$ cat config.mk
export PLATFORM = sky130hd
export DESIGN_NAME = gray_code_codec_pipe
export DESIGN_NICKNAME = d
export VERILOG_FILES = /design/src/rtl/gray_code_codec_pipe.sv
export SDC_FILE = /design/constraint.sdc
export NUM_CORES = 1
export LEC_CHECK = 0
export BUFFER_PORTS_ARGS = -buffer_cell sky130_fd_sc_hd__clkbuf_2
export CAP_MARGIN = 40
export CORE_AREA = 2 2 39 41
export CTS_CLUSTER_SIZE = 10
export DETAILED_ROUTE_END_ITERATION = 12
export DIE_AREA = 0 0 41 43
export PLACE_DENSITY_LB_ADDON = 0.15
export SETUP_SLACK_MARGIN = 0.02
export SYNTH_ARGS = -nofsm -noshare
export SYNTH_HDL_FRONTEND = slang
export SYNTH_SLANG_ARGS = --single-unit
$ cat constraint.sdc
create_clock -name clk -period 0.98 [get_ports clk]
set_input_delay 0.098 -clock clk [delete_from_list [all_inputs] [get_ports clk]]
set_output_delay 0.098 -clock clk [all_outputs]
set_load 0.005 [all_outputs]
$ cat src/rtl/gray_code_codec_pipe.sv
// Two-stage valid/ready pipeline converting binary<->Gray per beat.
// S1 captures the input; the conversion sits between S1 and S2.
module gray_code_codec_pipe #(
    parameter int WIDTH = 4
) (
    input  logic             clk,
    input  logic             rst,
    input  logic             in_valid,
    output logic             in_ready,
    input  logic [WIDTH-1:0] in_data,
    input  logic             in_mode,
    output logic             out_valid,
    input  logic             out_ready,
    output logic [WIDTH-1:0] out_data,
    output logic             out_mode
);

    logic             s1_valid_q, s1_valid_d;
    logic [WIDTH-1:0] s1_data_q, s1_data_d;
    logic             s1_mode_q, s1_mode_d;
    logic             s2_valid_q, s2_valid_d;
    logic [WIDTH-1:0] s2_data_q, s2_data_d;
    logic             s2_mode_q, s2_mode_d;

    logic             s2_free;
    logic             s1_move;
    logic             accept;
    logic [WIDTH-1:0] conv;

    assign s2_free  = !s2_valid_q || out_ready;
    assign s1_move  = s1_valid_q && s2_free;
    assign in_ready = !s1_valid_q || s2_free;
    assign accept   = in_valid && in_ready;

    // Decode bit i is the XOR of all Gray bits from the MSB down to i.
    always_comb begin
        conv = '0;
        if (s1_mode_q) begin
            for (int i = 0; i < WIDTH; i++) begin
                conv[i] = ^(s1_data_q >> i);
            end
        end else begin
            conv = s1_data_q ^ (s1_data_q >> 1);
        end
    end

    always_comb begin
        s1_valid_d = s1_valid_q;
        s1_data_d  = s1_data_q;
        s1_mode_d  = s1_mode_q;
        s2_valid_d = s2_valid_q;
        s2_data_d  = s2_data_q;
        s2_mode_d  = s2_mode_q;
        if (accept) begin
            s1_valid_d = 1'b1;
            s1_data_d  = in_data;
            s1_mode_d  = in_mode;
        end else if (s1_move) begin
            s1_valid_d = 1'b0;
        end
        if (s1_move) begin
            s2_valid_d = 1'b1;
            s2_data_d  = conv;
            s2_mode_d  = s1_mode_q;
        end else if (out_ready) begin
            s2_valid_d = 1'b0;
        end
    end

    always_ff @(posedge clk) begin
        if (rst) begin
            s1_valid_q <= 1'b0;
            s1_data_q  <= '0;
            s1_mode_q  <= 1'b0;
            s2_valid_q <= 1'b0;
            s2_data_q  <= '0;
            s2_mode_q  <= 1'b0;
        end else begin
            s1_valid_q <= s1_valid_d;
            s1_data_q  <= s1_data_d;
            s1_mode_q  <= s1_mode_d;
            s2_valid_q <= s2_valid_d;
            s2_data_q  <= s2_data_d;
            s2_mode_q  <= s2_mode_d;
        end
    end

    assign out_valid = s2_valid_q;
    assign out_data  = s2_data_q;
    assign out_mode  = s2_mode_q;

endmodule

; ---- Word-level counts from Yosys, hierarchy flattened
; Index checks and enable logic that the tools add are counted.
[classes]
muxes = 5
n_reduce_logical = 12
bitwise_logic = 1
[ops]
columns = cell, n
row1 = $reduce_xor A4 Y1, 4
row2 = $mux W1, 4
row3 = $mux W4, 1
row4 = $reduce_bool A2 Y1, 2
row5 = $xor A4 B3 Y4, 1
row6 = $logic_and A1 B1 Y1, 2
row7 = $logic_not A1 Y1, 2
row8 = $logic_or A1 B1 Y1, 2
[totals]
output_inout_bits = 7
word_cells = 24
ff_bits = 12

; ---- Depth between registers and ports, before layout
[depth]
depth_word = 5
mapped_depth = 4

; ---- Least setup slack after synthesis
; Ideal clock, no wire load.
[synth_path]
path_kind = register to register
from = register s1_data_q[2]
to = register s2_data_q[0] (netlist: out_data[0])
slack_ns = -0.047
arrival_ns = 0.945
path_buffers = 0
path_stages_with_launch = 4
path_cell_list = dfxtp_1 > xor2_1 > a2111o_1 > o221ai_1
[synth_between]
elab_chain_len = 2
[synth_lines]
columns = item, line
row1 = start: declaration, 19  ; logic [WIDTH-1:0] s1_data_q, s1_data_d;
row2 = start signal: assignment, 80  ; s1_data_q <= s1_data_d;
row3 = $reduce_xor A4 Y1, 40  ; conv[i] = ^(s1_data_q >> i);
row4 = $mux W4, 38  ; if (s1_mode_q) begin
row5 = end signal: assignment, 83  ; s2_data_q <= s2_data_d;
row6 = end: declaration, 22  ; logic [WIDTH-1:0] s2_data_q, s2_data_d;
; No other way between the ends.
; A chain may end at the register's enable or synchronous reset.

; ---- Final worst setup path
[layout_path]
from = register s2_valid_q (netlist: out_valid)
to = output port in_ready
[layout_between]
elab_chain_len = 3
[layout_lines]
columns = item, line
row1 = start: declaration, 21  ; logic s2_valid_q, s2_valid_d;
row2 = start signal: assignment, 82  ; s2_valid_q <= s2_valid_d;
row3 = $logic_not A1 Y1, 30  ; assign s2_free = !s2_valid_q || out_ready;
row4 = $logic_or A1 B1 Y1, 30
row5 = $logic_or A1 B1 Y1, 32  ; assign in_ready = !s1_valid_q || s2_free;
row6 = end: declaration, 9  ; output logic in_ready,
; No other way between the ends.

==> flow_metrics.tcl <==
set metrics [dict create \
    rows 14 \
    fin_ws_ps -99.0 \
    drv_slew 0 \
    maxCapViolCount 0 \
    wirelength_um 1320 \
    io_pins 16 \
    dieWidth_um 41 \
    synth_top_area_cell "dfxtp_1" \
    clk_path_buf_depth 2 \
    r2r-end "out_data[0]" \
    clock-sinks 12 \
    grt_max_degree 13 \
    remaining_drc_errors 0 \
    rsz0062_at_grt "true" \
    synth_nets 68 \
    drt_iter0_markers 8 \
    p_leak_nw 0.359 \
    diodes 0 \
    cts_tree "yes" \
    drt_first_pass_iters 4 \
    final_nets 101 \
    grt_usage_pct 18.6 \
    tightest_slew_ps 233 \
    clock_latency_ps 270 \
    status "finished with violations" \
    path_clk_slew_ps 80 \
    clock-skew-final_ps 4.35 \
    core_area_um2 1380 \
    arrival_ps 980 \
    ys_ff_latch 12 \
    finalHoldViolCount 0 \
    grt_pass1_wl_um 2130 \
    fin_crit_ps 1080 \
    grt_overflow 0 \
    synth_top_area_share_pct 47.4 \
    power_mw 1.13 \
    port_buffers 15 \
    place_congestion 0.739 \
    synth_area_leaders "dfxtp_1 47%, a21oi_1 9.9%, o21ai_0 8.9%, nand3_1 6.9%, xnor2_1 5.2%" \
    min_path_cells 3 \
    critical_path_required_ps 880 \
    max_freq_mhz 927 \
    crit_fanout 3 \
    ys_top_cells_by_count "12 x dfxtp_1, 10 x a21oi_1, 9 x o21ai_0, 7 x nand3_1, 3 x xnor2_1" \
    ys_types 18 \
    ys.flop_type "dfxtp_1" \
    fp.dieH_um 43 \
    reg2reg_from "s1_data_q[2]" \
    fillers 136 \
    avgRoutedWirePerCell_um 12.3 \
    dieArea_um2 1760 \
    yosys_warnings 0 \
    whs_ps 36.3 \
    synth_area_um2 507 \
    cts_buffers 3 \
    finalSetupViolCount 8 \
    cp-end-kind "primary output" \
    synth.most_common_cell "dfxtp_1" \
    cts_root_buf "clkbuf_4" \
    netlist_instances 59 \
    drt.antenna.violating_nets 0 \
    hold_path.class "in -> reg" \
    relSlewSlack_pct 84.4 \
    initial_core_util_pct 36.6 \
    vdd_ir_drop_max_v 0.000704 \
    via_per_inst 5.15 \
    reg2reg_depth 3 \
    synth_area_per_cell_um2 8.59 \
    synth_edf_count 0 \
    rrSetupSlack_ps -80 \
    grt_pass1_vias 504 \
    routed-via-count 551 \
    syn2layout_area_growth_pct 64.7 \
    yosysSeqAreaShare_pct 47.4 \
    min-delay-start "in_mode" \
    synthArstFlopShare_pct 0 \
    antenna_found_initial 0 \
    h-tree-depth 1 \
    period_share_pct 110 \
    violations "setup timing" \
    hpwl_um 816 \
    dp_slack_ps -36.9 \
    hold_end "s1_mode_q" \
    critical_path.startpoint_type "register" \
    drive_gt1_share_pct 60.4 \
    power.density_nw_per_um2 1350 \
    crit_type "reg -> out" \
]
## layer usage
metal,part of all wire [%],track usage [%]
met4,1.1,12.0
met3,3.6,4.71
met5,0,0
met2,55,29.4
met1,40,20.7
## cells in the final DEF (no fill, tap or decap), drive strengths merged
cell type / n
a2111o: 1
a21oi: 10
and3b: 1
buf: 15
clkbuf: 18
clkinvlp: 1
dfxtp: 12
inv: 2
nand2: 2
nand2b: 2
nand3: 7
nand3b: 1
nor2b: 2
nor3: 2
o21ai: 9
o221ai: 1
o31ai: 1
xnor2: 3
xor2: 1
## cell type report
type | instances | area [um2] | area share, %
clock buffers | 4 | 36.3 | 4.35
inverters | 3 | 17.5 | 2.10
multi-input cells | 43 | 323 | 38.7
flip-flops and latches | 12 | 248 | 29.7
well taps | 16 | 20.0 | 2.40
repair buffers | 29 | 190 | 22.8
## what timing repair did
item / CTS / global route
endpoints found under the hold margin: 0 / 0
hold buffers: 0 / 0
endpoints found under the setup margin: 12 / 12
pin swaps: 2 / 7
gates resized for setup: 13 / 19
buffers inserted: 5 / 2
## sequential cells by signal, indices dropped and copies added, names as in the netlist
| signal | count |
|---|---|
| s1_valid_q | 1 |
| out_valid | 1 |
| s1_data_q | 4 |
| out_data | 4 |
| s1_mode_q | 1 |
| out_mode | 1 |
## power breakdown
part / total (mW) / switching (mW) / internal [mW] / leakage [nW]
clock network: 0.399 / 0.174 / 0.226 / 0.0210
registers: 0.539 / 0.0238 / 0.516 / 0.101
logic: 0.188 / 0.0859 / 0.102 / 0.238
## worst max-delay path: stages (launching register included)
cell     delay [ps]
dfxtp_2         340
and3b_2         220
inv_4            40
buf_6           100
## worst max path at each step
stage,start,endpoint,slack [ps],depth (start not counted)
2_1_floorplan,s1_data_q[2],out_data[0],3,3
3_3_place_gp,out_valid,out_data[0],-30,3
3_5_place_dp,s1_valid_q,s1_data_q[1],-40,4
4_1_cts,out_valid,in_ready,-110,3
5_1_grt,s1_valid_q,in_ready,-140,3
6_report,out_valid,in_ready,-100,3
## kinds of logic after synthesis
| family | Yosys count | synth area share, % |
|---|---|---|
| xor gates and xnor gates | 4 | 6.91 |
| and+or+nand+nor | 17 | 18.5 |
| AOI/OAI and AO/OA | 22 | 24.2 |
| buffers and inverters | 4 | 2.96 |
| DFF | 12 | 47.4 |
## metrics by stage
step / instances / instance area (um2) / setup TNS [ps] / util [%]
4_1_cts: 105 / 752 / -298 / 54.3
3_5_place_dp: 96 / 654 / -150 / 47.3
6_report: 107 / 835 / -418 / 60.3
3_3_place_gp: 96 / 654 / -46.6 / 47.3
5_1_grt: 107 / 835 / -752 / 60.3
2_1_floorplan: 59 / 510 / 0 / -
Note: power is estimated with default switching activity, not from simulation.
